$ cat config.mk
export PLATFORM = sky130hd
export DESIGN_NAME = bp_be_fp_int_move_flat
export DESIGN_NICKNAME = d
export VERILOG_FILES = /design/src/rtl/bp_be_fp_int_move_if.sv /design/src/rtl/bp_be_fp_int_move.sv /design/src/flat_wrapper.sv
export SDC_FILE = /design/constraint.sdc
export NUM_CORES = 1
export LEC_CHECK = 0
export ABC_AREA = 1
export BUFFER_PORTS_ARGS = -buffer_cell sky130_fd_sc_hd__buf_2
export CAP_MARGIN = 40
export CORE_UTILIZATION = 47
export DETAILED_ROUTE_END_ITERATION = 6
export GPL_TIMING_DRIVEN = 1
export HOLD_SLACK_MARGIN = 0.06
export MAX_ROUTING_LAYER = met4
export PLACE_DENSITY = 0.77
export REMOVE_ABC_BUFFERS = 1
export SLEW_MARGIN = 20
export SYNTH_ARGS = -nofsm -noshare
export SYNTH_HDL_FRONTEND = slang
export SYNTH_SLANG_ARGS = --single-unit
$ cat constraint.sdc
create_clock -name clk_i -period 1.5 [get_ports clk_i]
set_input_delay 0.3 -clock clk_i [delete_from_list [all_inputs] [get_ports clk_i]]
set_output_delay 0.3 -clock clk_i [all_outputs]
set_load 0.1 [all_outputs]
$ cat src/rtl/bp_be_fp_int_move_if.sv
// bp_be_fp_int_move_if: valid/ready bundle for the FP-to-integer move stage
interface bp_be_fp_int_move_if #(
  parameter int dword_width_p = 64,
  parameter int tag_width_p   = 5
);
  logic                     in_v_i;
  logic                     in_ready_o;
  logic [dword_width_p-1:0] in_raw_i;
  logic [1:0]               in_op_i;
  logic [tag_width_p-1:0]   in_tag_i;
  logic                     out_v_o;
  logic                     out_ready_i;
  logic [dword_width_p-1:0] out_data_o;
  logic [tag_width_p-1:0]   out_tag_o;
  modport master (
    output in_v_i, in_raw_i, in_op_i, in_tag_i, out_ready_i,
    input  in_ready_o, out_v_o, out_data_o, out_tag_o
  );
  modport slave (
    input  in_v_i, in_raw_i, in_op_i, in_tag_i, out_ready_i,
    output in_ready_o, out_v_o, out_data_o, out_tag_o
  );
endinterface

$ cat src/rtl/bp_be_fp_int_move.sv
// bp_be_fp_int_move: FMV.X.W/FMV.X.D/FCLASS stage with a one-entry skid buffer
module bp_be_fp_int_move #(
  parameter int dword_width_p = 64,
  parameter int tag_width_p   = 5
) (
  input logic clk_i,
  input logic reset_n_i,
  input logic flush_i,
  bp_be_fp_int_move_if.slave io
);
  logic                     dp, sgn, e_one, e_zero, f_zero, f_msb;
  logic [9:0]               cls;
  logic [dword_width_p-1:0] result, skid_data;
  logic [tag_width_p-1:0]   skid_tag;
  logic                     skid_v, xfer, drain;
  always_comb begin
    dp     = io.in_op_i[0];
    sgn    = dp ? io.in_raw_i[63] : io.in_raw_i[31];
    e_one  = dp ? &io.in_raw_i[62:52] : &io.in_raw_i[30:23];
    e_zero = dp ? ~|io.in_raw_i[62:52] : ~|io.in_raw_i[30:23];
    f_zero = dp ? ~|io.in_raw_i[51:0] : ~|io.in_raw_i[22:0];
    f_msb  = dp ? io.in_raw_i[51] : io.in_raw_i[22];
    cls[0] = sgn & e_one & f_zero;
    cls[1] = sgn & ~e_one & ~e_zero;
    cls[2] = sgn & e_zero & ~f_zero;
    cls[3] = sgn & e_zero & f_zero;
    cls[4] = ~sgn & e_zero & f_zero;
    cls[5] = ~sgn & e_zero & ~f_zero;
    cls[6] = ~sgn & ~e_one & ~e_zero;
    cls[7] = ~sgn & e_one & f_zero;
    cls[8] = e_one & ~f_zero & ~f_msb;
    cls[9] = e_one & ~f_zero & f_msb;
    result = io.in_op_i[1] ? {{(dword_width_p-10){1'b0}}, cls}
           : dp ? io.in_raw_i : {{32{io.in_raw_i[31]}}, io.in_raw_i[31:0]};
  end
  assign io.in_ready_o = ~skid_v;
  assign xfer  = io.in_v_i & ~skid_v;
  assign drain = io.out_v_o & io.out_ready_i;
  // Data registers load only alongside a valid bit, so held outputs stay stable under stall
  always_ff @(posedge clk_i or negedge reset_n_i) begin
    if (!reset_n_i) begin
      io.out_v_o    <= 1'b0;
      io.out_data_o <= '0;
      io.out_tag_o  <= '0;
      skid_v        <= 1'b0;
      skid_data     <= '0;
      skid_tag      <= '0;
    end else if (flush_i) begin
      io.out_v_o <= 1'b0;
      skid_v     <= 1'b0;
    end else begin
      if (!io.out_v_o || drain) begin
        io.out_v_o <= skid_v | xfer;
        if (skid_v) begin
          io.out_data_o <= skid_data;
          io.out_tag_o  <= skid_tag;
        end else if (xfer) begin
          io.out_data_o <= result;
          io.out_tag_o  <= io.in_tag_i;
        end
      end
      if (skid_v && drain) skid_v <= 1'b0;
      else if (xfer && io.out_v_o && !drain) begin
        skid_v    <= 1'b1;
        skid_data <= result;
        skid_tag  <= io.in_tag_i;
      end
    end
  end
endmodule
$ cat src/flat_wrapper.sv
// flat-port wrapper written by rule: the top's interface ports become plain ports
module bp_be_fp_int_move_flat 
#(
  parameter int dword_width_p = 64,
  parameter int tag_width_p   = 5
)
  (clk_i, reset_n_i, flush_i, io_in_v_i, io_in_raw_i, io_in_op_i, io_in_tag_i, io_out_ready_i, io_in_ready_o, io_out_v_o, io_out_data_o, io_out_tag_o);
  bp_be_fp_int_move_if #(.dword_width_p(dword_width_p), .tag_width_p(tag_width_p)) io_i ();
  input logic clk_i;
  input logic reset_n_i;
  input logic flush_i;
  input wire logic [$bits(io_i.in_v_i)-1:0] io_in_v_i;
  input wire logic [$bits(io_i.in_raw_i)-1:0] io_in_raw_i;
  input wire logic [$bits(io_i.in_op_i)-1:0] io_in_op_i;
  input wire logic [$bits(io_i.in_tag_i)-1:0] io_in_tag_i;
  input wire logic [$bits(io_i.out_ready_i)-1:0] io_out_ready_i;
  output wire logic [$bits(io_i.in_ready_o)-1:0] io_in_ready_o;
  output wire logic [$bits(io_i.out_v_o)-1:0] io_out_v_o;
  output wire logic [$bits(io_i.out_data_o)-1:0] io_out_data_o;
  output wire logic [$bits(io_i.out_tag_o)-1:0] io_out_tag_o;
  assign io_i.in_v_i = io_in_v_i;
  assign io_i.in_raw_i = io_in_raw_i;
  assign io_i.in_op_i = io_in_op_i;
  assign io_i.in_tag_i = io_in_tag_i;
  assign io_i.out_ready_i = io_out_ready_i;
  assign io_in_ready_o = io_i.in_ready_o;
  assign io_out_v_o = io_i.out_v_o;
  assign io_out_data_o = io_i.out_data_o;
  assign io_out_tag_o = io_i.out_tag_o;
  bp_be_fp_int_move #(.dword_width_p(dword_width_p), .tag_width_p(tag_width_p)) u_core (.clk_i(clk_i), .reset_n_i(reset_n_i), .flush_i(flush_i), .io(io_i));
endmodule
==> impl_metrics.csv <==
group,metric,value,unit
worst_setup_path,criticalPathCategory,"register to output port",
yosys,synth_top_area_cell,"dfrtp_1",
worst_setup_path,required,1200,ps
grt,gr-total-overflow,0,
outcome,status,"finished clean",
sta,rsz0062_at_grt,"yes",
grt,globalRouteMet1Util,35.2,%
yosys,ys_warn_count,0,
power,pwr-share-comb,34.0,%
yosys,synth_edf_count,0,
yosys,ys_seq_elements,140,
worst_setup_path,slowest_delay,400,ps
cells_and_area,n_antenna_cell,0,
cells_and_area,fillers,1279,
power,switching_share,40.3,%
sta,tightest_slew,400,ps
clock_network,clock_sinks,140,
cells_and_area,fin_util,62.2,%
sta,post-route-min-period,1490,ps
clock_network,path_clk_slew,60,ps
sta,slew_violations,0,
routing,drc,0,
floorplanning,rows,44,
floorplanning,die_width,124,um
yosys,synth_async_sr_flop_share,100,%
floorplanning,ioPinCount,147,
yosys,ys_types,25,
flow_run,cap_violations,0,
routing,routed_via_density,5.19,
cells_and_area,nNetsFinal,1168,
clock_network,cts_buffer_depth,2,
cells_and_area,drive_gt1_share,23.0,%
grt,track_usage,26.3,%
routing,drtAntennaViolNets,0,
worst_hold_path,min_from,"flush_i",
worst_setup_path,cp_cell_sequence,"buf_6 -> inv_8 -> buf_12",
cells_and_area,layout.cells.non_filler,1286,
cells_and_area,layout_commonest_cell,"nand2_1",
floorplanning,start_util,48.0,%
cells_and_area,final_cell_mix,"nand2_1 (305), dfrtp_1 (139), nor2_1 (118)",
routing,detail_route.wl_per_cell,15.4,um
worst_setup_path,cp_max_fo,3,
grt,grt_max_degree,67,
place,place_hpwl,12100,um
clock_network,numCtsBuffers,17,
power,clockPowerShare,28.3,%
power,p_int,0.00771,W
worst_setup_path,r2r-start,"u_core.skid_v$_DFFE_PN0P_",
yosys,synth_flop_cell,"dfrtp_1",
floorplanning,core_area,14500,um2
worst_setup_path,path_buf_inv,3,
place,gp_congestion,0.859,
worst_setup_path,slowest_stage,"dfrtp_2",
grt,antenna_found_initial,0,
yosys,synth_top_area_share,50.5,%
yosys,synth_area,6940,um2
worst_setup_path,critPathLaunch,"u_core.skid_v$_DFFE_PN0P_",
routing,drt_wl_total,19700,um
routing,via_count,6674,
worst_setup_path,endpoint_kind,"output port",
cells_and_area,final_cell_area,9000,um2
grt,first_global_vias,5966,
place,numPortBuffers,146,
worst_setup_path,startpoint_type,"register",
place,post_dp_cell_area,8090,um2
floorplanning,dieHeight,124,um
power,p_leak,4.65,nW
yosys,synthTopCellsByArea,"dfrtp_1 (50%), nand2_1 (16%), o21ai_0 (7.3%)",
yosys,postSynthCellCount,921,
grt,use_met2,40.8,%
sta,skew,5.27,ps
grt,top_usage_layer,"met2",
clock_network,cts_tree,"yes",
power,power.net_switching,0.00521,W
place,dp.cells,1246,
sta,setup_violations,0,
clock_network,cts-root-buf,"clkbuf_16",
worst_setup_path,arrival,1190,ps
power,peakVddDrop,0.814,mV
routing,drt_pre_antenna_iters,5,
yosys,postSynthAreaPerCell,7.54,um2
grt,grt_pass1_wl,29400,um
worst_hold_path,hold_path.class,"primary input to register",
floorplanning,dieArea,15300,um2
worst_setup_path,critPathTopFamily,"flip-flops",
sta,max_slew_margin,73.3,%
grt,use_met3,4.29,%
cells_and_area,area_growth,29.6,%
yosys,yosysSeqAreaShare,50.5,%
clock_network,cts_max_level,4,
power,power.density,1440,nW/um2
sta,finalCritPeriodShare,99.6,%
sta,fmax,669,MHz
power,power_frac_seq,37.7,%
routing,first_iter_violations,528,
clock_network,clk_latency,420,ps
sta,hold_viol_final,0,
==> power by group through the flow <==
stage / logic [W] / clock network (W) / registers (W)
2_1_floorplan: 0.000944 / 0 / 0.00706
6_report: 0.00440 / 0.00365 / 0.00488
5_1_grt: 0.00466 / 0.00390 / 0.00495
3_3_place_gp: 0.00408 / 0 / 0.00489
3_5_place_dp: 0.00414 / 0 / 0.00490
4_1_cts: 0.00430 / 0.00370 / 0.00486
==> worst register-to-register path: stages (launching register included) <==
cell and delay (ps):
dfrtp_2 360, buf_4 140, o21ai_4 60, nor2_4 170, buf_4 280, o21ai_0 150
o21ai_1 160
==> registers in the layout, summed over array words and instances (netlist names) <==
signal                cells
u_core.io.out_v_o         1
u_core.io.out_data_o     64
u_core.io.out_tag_o       5
u_core.skid_v             1
u_core.skid_tag           5
u_core.skid_data         64
==> synthesized netlist by cell type, types with 7 or more instances <==
cell	n
clkbuf_1	19
nand3_1	19
nor2_1	119
nand4_1	7
dfrtp_1	140
o21ai_0	101
a21oi_1	32
buf_6	12
a31oi_1	10
nand2_1	305
o21ai_1	46
inv_1	59
buf_2	21
==> path summary, 6_finish.rpt <==
kind | endpoint | slack, ps | cells after the start
min | u_core.io.out_v_o$_DFFE_PN0P_ | 160 | 2
max | io_in_ready_o | 6 | 3
max reg2reg | u_core.io.out_data_o[43]$_DFFE_PN0P_ | 90 | 6
max in group asynchronous | u_core.skid_v$_DFFE_PN0P_ | 560 | 3
min in group asynchronous | u_core.io.out_data_o[12]$_DFFE_PN0P_ | 360 | 2
min reg2reg | u_core.skid_data[38]$_DFFE_PN0P_ | 470 | 2
==> cell families after synthesis <==
family                 Yosys count  synth area share (%)
flip-flops                     140                  50.5
AND/OR/NAND/NOR                468                  26.8
AO/OA/AOI/OAI                  192                  14.4
buffers and inverters          121                  8.32
==> what timing repair did <==
item | CTS | global route
resized for setup | 53 | 33
pin swaps | 1 | 1
endpoints found under the setup margin | 50 | 93
endpoints found under the hold margin | 33 | 0
hold buffers | 1 | 0
cloned | 1 | 6
setup buffers | 4 | 0
==> layout make-up <==
class / instances / area, um2 / share of cell area (%)
Clock buffer: 26 / 479 / 5.32
Clock inverter: 3 / 15.0 / 0.167
Inverter: 64 / 258 / 2.86
Multi-Input combinational cell: 660 / 2870 / 31.9
Sequential cell: 140 / 3500 / 38.9
Tap cell: 184 / 230 / 2.56
Timing Repair Buffer: 209 / 1640 / 18.2
==> metrics by stage <==
stage / worst slack, ps / total power (W) / hold WS, ps / TNS (ps)
4_1_cts: -89.9 / 0.0129 / 147 / -92.9
3_3_place_gp: -137 / 0.00897 / 233 / -1450
6_report: 6.27 / 0.0129 / 155 / 0
5_1_grt: -20.6 / 0.0135 / 178 / -20.6
3_5_place_dp: -160 / 0.00904 / 228 / -1820
2_1_floorplan: -1400 / 0.00801 / 4.41 / -180870
==> metal layers <==
layer / part of all wire, % / wire length [um]
met5: 0 / 0
met2: 48 / 9480
met3: 5.8 / 1150
met4: 1.1 / 222
met1: 45 / 8900
(Power assumes the default switching activity.)
